**config.mk**
```make
export PLATFORM = sky130hd
export DESIGN_NAME = branch_ctrl
export DESIGN_NICKNAME = d
export VERILOG_FILES = /design/src/rtl/branch_ctrl.sv
export SDC_FILE = /design/constraint.sdc
export NUM_CORES = 1
export LEC_CHECK = 0
export CORE_MARGIN = 8
export CORE_UTILIZATION = 49
export DETAILED_ROUTE_END_ITERATION = 7
export PLACE_DENSITY = 0.77
export SLEW_MARGIN = 20
export SYNTH_ARGS = -nofsm -noshare
export SYNTH_HDL_FRONTEND = slang
export SYNTH_SLANG_ARGS = --single-unit
```
**constraint.sdc**
```tcl
create_clock -name clk -period 3.4 [get_ports clk]
set_input_delay 0.68 -clock clk [delete_from_list [all_inputs] [get_ports clk]]
set_output_delay 0.68 -clock clk [all_outputs]
set_load 0.005 [all_outputs]
```
**src/rtl/branch_ctrl.sv**
```systemverilog
// Branch sequencing controller: BHT-based fetch prediction, execute-stage
// resolution, mispredict flush/redirect sequencing and branch statistics.
module branch_ctrl #(
  parameter int IDX_BITS     = 6,
  parameter int FLUSH_CYCLES = 2,
  parameter int CNT_W        = 32
) (
  input  logic             clk,
  input  logic             rst_n,
  input  logic [31:0]      fetch_pc,
  input  logic             fetch_is_branch,
  output logic             pred_taken,
  input  logic             ex_valid,
  input  logic             ex_is_branch,
  input  logic             ex_taken,
  input  logic             ex_pred_taken,
  input  logic [31:0]      ex_pc,
  input  logic [31:0]      ex_target,
  output logic             flush,
  output logic             redirect_valid,
  output logic [31:0]      redirect_pc,
  output logic [CNT_W-1:0] branch_cnt,
  output logic [CNT_W-1:0] mispred_cnt
);

  localparam int N = 1 << IDX_BITS;

  localparam logic ST_IDLE  = 1'b0;
  localparam logic ST_FLUSH = 1'b1;

  localparam logic [3:0] FC_INIT = 4'(FLUSH_CYCLES - 1);

  logic [1:0]          bht_q [N];
  logic [1:0]          bht_d [N];
  logic                state_q, state_d;
  logic [3:0]          fcnt_q, fcnt_d;
  logic                flush_q, flush_d;
  logic                rv_q, rv_d;
  logic [31:0]         rpc_q, rpc_d;
  logic [CNT_W-1:0]    bcnt_q, bcnt_d;
  logic [CNT_W-1:0]    mcnt_q, mcnt_d;

  logic [IDX_BITS-1:0] f_idx;
  logic [IDX_BITS-1:0] x_idx;
  logic                resolve;
  logic                mispred;
  logic                unused_pc_bits;

  assign f_idx = fetch_pc[IDX_BITS+1:2];
  assign x_idx = ex_pc[IDX_BITS+1:2];
  assign unused_pc_bits =
    ^{fetch_pc[31:IDX_BITS+2], fetch_pc[1:0]};

  // Reads the registered table only: same-cycle updates show up next cycle
  assign pred_taken = fetch_is_branch & bht_q[f_idx][1];

  // Execute inputs during FLUSH belong to squashed instructions
  assign resolve = ex_valid & ex_is_branch & (state_q == ST_IDLE);
  assign mispred = resolve & (ex_taken ^ ex_pred_taken);

  always_comb begin
    bht_d  = bht_q;
    bcnt_d = bcnt_q;
    mcnt_d = mcnt_q;
    rpc_d  = rpc_q;
    if (resolve) begin
      if (ex_taken) begin
        if (bht_q[x_idx] != 2'b11)
          bht_d[x_idx] = bht_q[x_idx] + 2'd1;
      end else begin
        if (bht_q[x_idx] != 2'b00)
          bht_d[x_idx] = bht_q[x_idx] - 2'd1;
      end
      bcnt_d = bcnt_q + CNT_W'(1);
    end
    if (mispred) begin
      mcnt_d = mcnt_q + CNT_W'(1);
      rpc_d  = ex_taken ? ex_target : ex_pc + 32'd4;
    end
  end

  always_comb begin
    state_d = state_q;
    fcnt_d  = fcnt_q;
    flush_d = 1'b0;
    rv_d    = 1'b0;
    unique case (state_q)
      ST_IDLE: begin
        if (mispred) begin
          state_d = ST_FLUSH;
          fcnt_d  = FC_INIT;
          flush_d = 1'b1;
          rv_d    = 1'b1;
        end
      end
      ST_FLUSH: begin
        if (fcnt_q != 4'd0) begin
          fcnt_d  = fcnt_q - 4'd1;
          flush_d = 1'b1;
        end else begin
          state_d = ST_IDLE;
        end
      end
      default: begin
        state_d = ST_IDLE;
      end
    endcase
  end

  always_ff @(posedge clk or negedge rst_n) begin
    if (!rst_n) begin
      for (int i = 0; i < N; i++) bht_q[i] <= 2'b01;
      state_q <= ST_IDLE;
      fcnt_q  <= 4'd0;
      flush_q <= 1'b0;
      rv_q    <= 1'b0;
      rpc_q   <= 32'd0;
      bcnt_q  <= '0;
      mcnt_q  <= '0;
    end else begin
      bht_q   <= bht_d;
      state_q <= state_d;
      fcnt_q  <= fcnt_d;
      flush_q <= flush_d;
      rv_q    <= rv_d;
      rpc_q   <= rpc_d;
      bcnt_q  <= bcnt_d;
      mcnt_q  <= mcnt_d;
    end
  end

  assign flush          = flush_q;
  assign redirect_valid = rv_q;
  assign redirect_pc    = rpc_q;
  assign branch_cnt     = bcnt_q;
  assign mispred_cnt    = mcnt_q;

endmodule

```
==> results_dict.tcl, run 1 <==
set metrics [dict create \
    run_status "complete, but fails checks" \
    violations "negative setup slack" \
    dpl.cell_count 1759 \
    drtAntennaViolNets 0 \
    dr.pass1.iters 5 \
    drc 0 \
    synth_top_area_frac 0.339 \
    slowest_delay_ns 0.37 \
    pin_count 202 \
    hold_viol_final 0 \
    power_mw 8.19 \
    clk_root_buffer_cell "clkbuf_16" \
    routabilityCongestion 0.933 \
    cp-end-kind "flip-flop" \
    skew_ns 0.0185 \
    worst_pin_slew_ns 0.964 \
    yosysUniqueCellTypes 78 \
    avgSynthCellArea_um2 10.5 \
    floorplan.core_area_um2 24900 \
    antenna_found_initial 0 \
    timing.final.crit_share 1.03 \
    synth_seq_cells 230 \
    dp_hpwl_um 26900 \
    row_count 58 \
    slew_violations 0 \
    syn-num-nets 1271 \
    die_w_um 174 \
    grt_max_degree 88 \
    multi_input_area_um2 6350 \
    cp_max_fo 22 \
    cap_violations 0 \
    clockBufferDepth 3 \
    cp_slowest_cell "a221oi_1" \
    power-per-cell-area_nw_per_um2 489 \
    io_buffers 175 \
    cp.required_ns 3.85 \
    timing.reg2reg.setup_slack_ns -0.02 \
    setup_viol 21 \
    synth_area_um2 12200 \
    yosysWarnings 0 \
    drt_iter0_markers 1023 \
    setup_ws_ns -0.0864 \
    track_usage 0.236 \
    p_leak_nw 7.31 \
    clock-sinks 230 \
    yosysSeqAreaShare 0.477 \
    nFillCells 1798 \
    clkTransAtPathRegs_ns 0.06 \
    initial_core_util 0.492 \
    yosysTopAreaCell "dfrtp_1" \
    cts_buffers 26 \
    ys.flop_type "dfrtp_1" \
    min_period_ns 3.49 \
    clk-insertion-delay-late_ns 0.54 \
    antenna_cells 0 \
    path_buf_inv 5 \
    path_cells "buf_12 > buf_4 > nor2b_4 > a221oi_1 > o221ai_1 > a211o_1 > or3_1 > ha_2 > mux2_4 > buf_8 > buf_12 > nor4_4 > buf_6 > nand2_4 > mux2_4" \
    worstPathArrival_ns 3.94 \
    wirelength_um 37000 \
    fp.dieH_um 174 \
    rsz0062_at_grt "yes" \
    startpoint_type "input port" \
    synth_edf_count 0 \
    synth_cells 1162 \
    grt_pass1_wl_um 58300 \
    crit_family "compound AO/OA/AOI/OAI gates" \
    htree_levels 1 \
    fin_cells 1829 \
    path_class "in2reg" \
    grt_pass1_vias 10700 \
    areaGrowthSynthToFinish_pct 36.9 \
    wl_per_cell_um 20.2 \
    hold_ws_ns 0.154 \
    drive_gt1_frac 0.300 \
    synthArstFlopShare 1.00 \
    dp_slack_ns -0.830 \
    vdd_ir_drop_max_uv 353 \
    die-area_um2 30300 \
    fin_nets 1588 \
    timing.fmax_ghz 0.287 \
    vias 10600 \
    register_area_um2 5840 \
    worstHoldPathType "in2async" \
    ys_top_cells_by_area "dfrtp_1 (34%), dfstp_2 (14%), nand2_1 (5.4%)" \
    slew_headroom 0.353 \
    grt_overflow_total 0 \
    via_per_inst 5.77 \
    cts_tree "done" \
]
[power by group]
group	leakage, nW	switching, mW	internal, mW
clock	0.406	1.14	1.57
sequential	2.90	0.301	3.22
combinational	4.01	0.891	1.08
total	7.31	2.33	5.86
[kinds of logic after synthesis]
group	share of synthesized area
AND/OR/NAND/NOR	0.180
flip-flops	0.477
AO/OA/AOI/OAI	0.0979
multiplexers	0.143
XOR/XNOR	0.0622
buffers and inverters	0.0343
adder cells (fa/ha/maj)	0.00613
[synthesized netlist by cell type, types with 6 or more instances]
cell type,instances
o21ai_0,36
nand4_1,28
nand3_1,42
nand2b_1,7
xnor2_1,53
buf_6,6
ha_1,6
mux2_2,38
clkbuf_1,31
mux2_1,32
a21oi_1,30
nor3_1,20
nor2_1,60
nand3b_1,8
nor2b_1,6
inv_1,21
buf_2,13
mux2i_1,43
nand2_1,175
dfrtp_1,166
and3_1,23
dfstp_2,64
and2_1,10
o221ai_1,6
o21ai_1,63
mux4_2,23
xor2_1,34
o22ai_1,11
and4_1,10
[final cells by class]
type / instances / share of cell area
well taps: 330 / 0.0246
repair buffers: 348 / 0.194
clock buffers: 40 / 0.0462
clock inverters: 8 / 0.00299
multi-input cells: 851 / 0.379
inverters: 22 / 0.00493
flip-flops and latches: 230 / 0.348
[worst paths after layout]
check                                       startpoint                    endpoint  cells after the start
worst max-delay path                          ex_pc[3]                   flip-flop                     15
worst min-delay path                             rst_n  branch_cnt[30]$_DFFE_PN0P_                      1
worst max register to register  bht_q[125]$_DFFE_PN0P_                   flip-flop                     13
worst min register to register               flip-flop                   flip-flop                      2
max in group asynchronous                        rst_n                   async pin                      2
min in group clk                             flip-flop                   flip-flop                      2
[cell usage in the layout, fill, tap and decap left out, types with 27 or more instances in the layout]
cell,Yosys,routed
buf_4,3,150
nand3_1,42,40
xnor2_1,53,53
dfstp_2,64,64
nand4_1,28,28
mux2i_1,43,39
a21oi_1,30,28
mux2_2,38,32
clkdlybuf4s50_1,0,168
nor2_1,60,40
clkbuf_16,0,27
o21ai_1,63,67
dfrtp_1,166,166
xor2_1,34,33
nand2_1,175,153
o21ai_0,36,27
[layer usage]
layer	vias to the layer above	global-route usage	wire length, µm
met3	107	0.0449	2730
met1	5176	0.312	15600
met4	0	0.0748	1120
met2	468	0.387	17600
li1	4803	-	-
met5	-	0	0
[repair_timing]
item	CTS	global route
endpoints found under the setup margin	117	92
resized for setup	35	72
pin swaps	5	7
setup buffers	11	9
gates cloned	2	0
hold buffers	0	0
[worst reg2reg max path, stage by stage, from the launching register on]
cell	delay, ns
dfrtp_1	0.40
mux4_2	0.48
mux2i_2	0.20
o22ai_1	0.11
a211o_1	0.25
or3_1	0.35
ha_2	0.17
mux2_4	0.28
buf_8	0.14
buf_12	0.12
nor4_4	0.22
buf_6	0.20
nand2_4	0.07
mux2_4	0.32
[through the flow]
stage / utilization / cell area [µm²] / TNS, ns
2_1_floorplan: - / 12300 / -15.80
3_3_place_gp: 0.617 / 15400 / -71.84
3_5_place_dp: 0.617 / 15400 / -88.14
4_1_cts: 0.661 / 16500 / 0
5_1_grt: 0.673 / 16800 / -7.33
6_report: 0.673 / 16800 / -0.765
(Power assumes the default switching activity.)
==> run 2, diff against run 1 <==
--- a/config.mk
+++ b/config.mk
@@ -8,5 +8,5 @@
 export CORE_MARGIN = 8
-export CORE_UTILIZATION = 49
+export CORE_UTILIZATION = 40
 export DETAILED_ROUTE_END_ITERATION = 7
-export PLACE_DENSITY = 0.77
+export PLACE_DENSITY = 0.65
 export SLEW_MARGIN = 20
==> constraint.sdc (replaced) <==
create_clock -name clk -period 3.4 [get_ports clk]
set_input_delay 0.51 -clock clk [delete_from_list [all_inputs] [get_ports clk]]
set_output_delay 0.51 -clock clk [all_outputs]
set_load 0.005 [all_outputs]
==> results_dict.tcl, run 2 (synthesis gave the netlist of run 1 again) <==
set metrics [dict create \
    clockPowerShare 0.347 \
    cts_tree "done" \
    fp.dieH_um 191 \
    vdd_ir_drop_max_uv 356 \
    clk-insertion-delay-late_ns 0.53 \
    cp_max_fo 28 \
    worstHoldPathType "in2async" \
    clockBufferDepth 3 \
    switching_power_mw 2.32 \
    initial_core_util 0.403 \
    drive_gt1_frac 0.268 \
    fin_nets 1565 \
    slew_violations 0 \
    dp_hpwl_um 27700 \
    startpoint_type "input port" \
    floorplan.core_area_um2 30300 \
    grt_pass1_wl_um 58400 \
    worst_pin_slew_ns 0.885 \
    path_cells "buf_2 > buf_12 > mux4_2 > nor2_1 > or4_1 > o21ai_2 > or4_1 > ha_2 > mux2_4 > buf_8 > nor4_4 > buf_12 > nand2_4 > mux2_4" \
    path_class "in2reg" \
    wl_per_cell_um 19.9 \
    hold_viol_final 0 \
    dr.pass1.iters 5 \
    track_usage 0.200 \
    timing.fmax_ghz 0.294 \
    rsz0062_at_grt "yes" \
    violations "negative setup slack" \
    io_buffers 175 \
    cp.required_ns 3.85 \
    clk_root_buffer_cell "clkbuf_16" \
    timing.final.crit_share 1.00 \
    final_cell_mix "clkdlybuf4s50_1 (169), nand2_1 (167), dfrtp_1 (166), buf_4 (135)" \
    cp_slowest_cell "mux4_2" \
    via_per_inst 5.46 \
    die-area_um2 36500 \
    antenna_found_initial 2 \
    run_status "complete, but fails checks" \
    setup_ws_ns -0.00568 \
    htree_levels 1 \
    path_buf_inv 4 \
    row_count 64 \
    slew_headroom 0.410 \
    slowest_delay_ns 0.53 \
    clock-sinks 230 \
    cap_violations 0 \
    drt_iter0_markers 724 \
    timing.reg2reg.setup_slack_ns 0.02 \
    nFillCells 2672 \
    multi_input_area_um2 6250 \
    pin_count 202 \
    cp-end-kind "flip-flop" \
    die_w_um 191 \
    p_comb_frac 0.231 \
    wirelength_um 37300 \
    vias 10200 \
    setup_viol 3 \
    power_mw 8.32 \
    areaGrowthSynthToFinish_pct 35.3 \
    grt_max_degree 113 \
    p_leak_nw 7.08 \
    routabilityCongestion 0.866 \
    internal_power_mw 5.99 \
    register_area_um2 5840 \
    skew_ns 0.0198 \
    power-per-cell-area_nw_per_um2 502 \
    antenna_cells 0 \
    drtAntennaViolNets 0 \
    grt_overflow_total 0 \
    crit_family "simple AND/OR/NAND/NOR gates" \
    grt_pass1_vias 10400 \
    cts_buffers 27 \
    fin_setup_tns_ns -0.0113 \
    worstPathArrival_ns 3.85 \
    drc 0 \
    p_seq_frac 0.422 \
    min_period_ns 3.41 \
    mostFrequentLayoutCell "clkdlybuf4s50_1" \
    swShare 0.279 \
    clkTransAtPathRegs_ns 0.06 \
]
-- run 2: changes by cell type in the layout (fill, tap and decap cells not counted), sizes merged --
cell / delta
dlymetal6s2s: +1
clkbuf: -4
clkdlybuf4s50: +1
buf: -22
clkdlybuf4s15: -1
bufbuf: -2
clkinvlp: +1
clkinv: +1
bufinv: +2
-- run 2: repair_timing --
item | 4_1_cts | 5_1_grt
endpoints found under the setup margin | 31 | 86
pin swaps | 0 | 6
hold buffers | 0 | 0
gates resized for setup | 8 | 51
buffers inserted | 0 | 3
-- run 2: worst paths after layout --
path / from / end / cells past startpoint
worst min-delay path: rst_n / branch_cnt[31]$_DFFE_PN0P_ / 1
worst max-delay path: ex_pc[2] / flip-flop / 14
min in group clk: flip-flop / flip-flop / 2
worst min register to register: flip-flop / flip-flop / 2
max in group asynchronous: rst_n / async pin / 2
worst max register to register: bht_q[113]$_DFFE_PN0P_ / flip-flop / 12
-- run 2: worst reg2reg max path, cell delays in order, from the launching register on --
cell and delay (ns):
dfrtp_1 0.39, mux4_2 0.50, mux2i_4 0.20, o22ai_2 0.10, a211o_1 0.24, or3_1 0.35
ha_2 0.17, mux2_4 0.28, buf_8 0.15, nor4_4 0.35, buf_12 0.19, nand2_4 0.06
mux2_4 0.31
-- run 2: power groups by stage --
stage	Sequential [mW]	Combinational (mW)	Clock, mW
after detailed placement	3.55	1.90	0
after floorplan	3.51	0.813	0
final	3.51	1.92	2.89
after global routing	3.57	2.10	3.07
after CTS	3.51	1.92	2.96
after global placement	3.54	1.86	0
-- run 2: stage by stage --
stage                     worst slack, ns  hold WS [ns]  instance area (µm²)  instances  utilization
final                            -0.00568        0.0112                16600       1872        0.546
after global routing              -0.0893         0.117                16600       1872        0.546
after CTS                        -0.00324        0.0833                16300       1869        0.539
after detailed placement           -0.583         0.453                15400       1820        0.509
after global placement             -0.555         0.449                15400       1820        0.509
after floorplan                    -0.150         0.214                12300       1162            -
-- run 2: cell type report --
class                           instances  area share
Clock buffer                           37      0.0467
Multi-Input combinational cell        851       0.377
Inverter                               22     0.00499
Clock inverter                         12     0.00695
Timing Repair Buffer                  324       0.182
Sequential cell                       230       0.352
Tap cell                              396      0.0299
-- run 2: per-layer routing --
metal	part of all wire	track usage
met5	0.00062	0
met4	0.023	0.0507
met2	0.47	0.324
met1	0.44	0.271
met3	0.075	0.0370
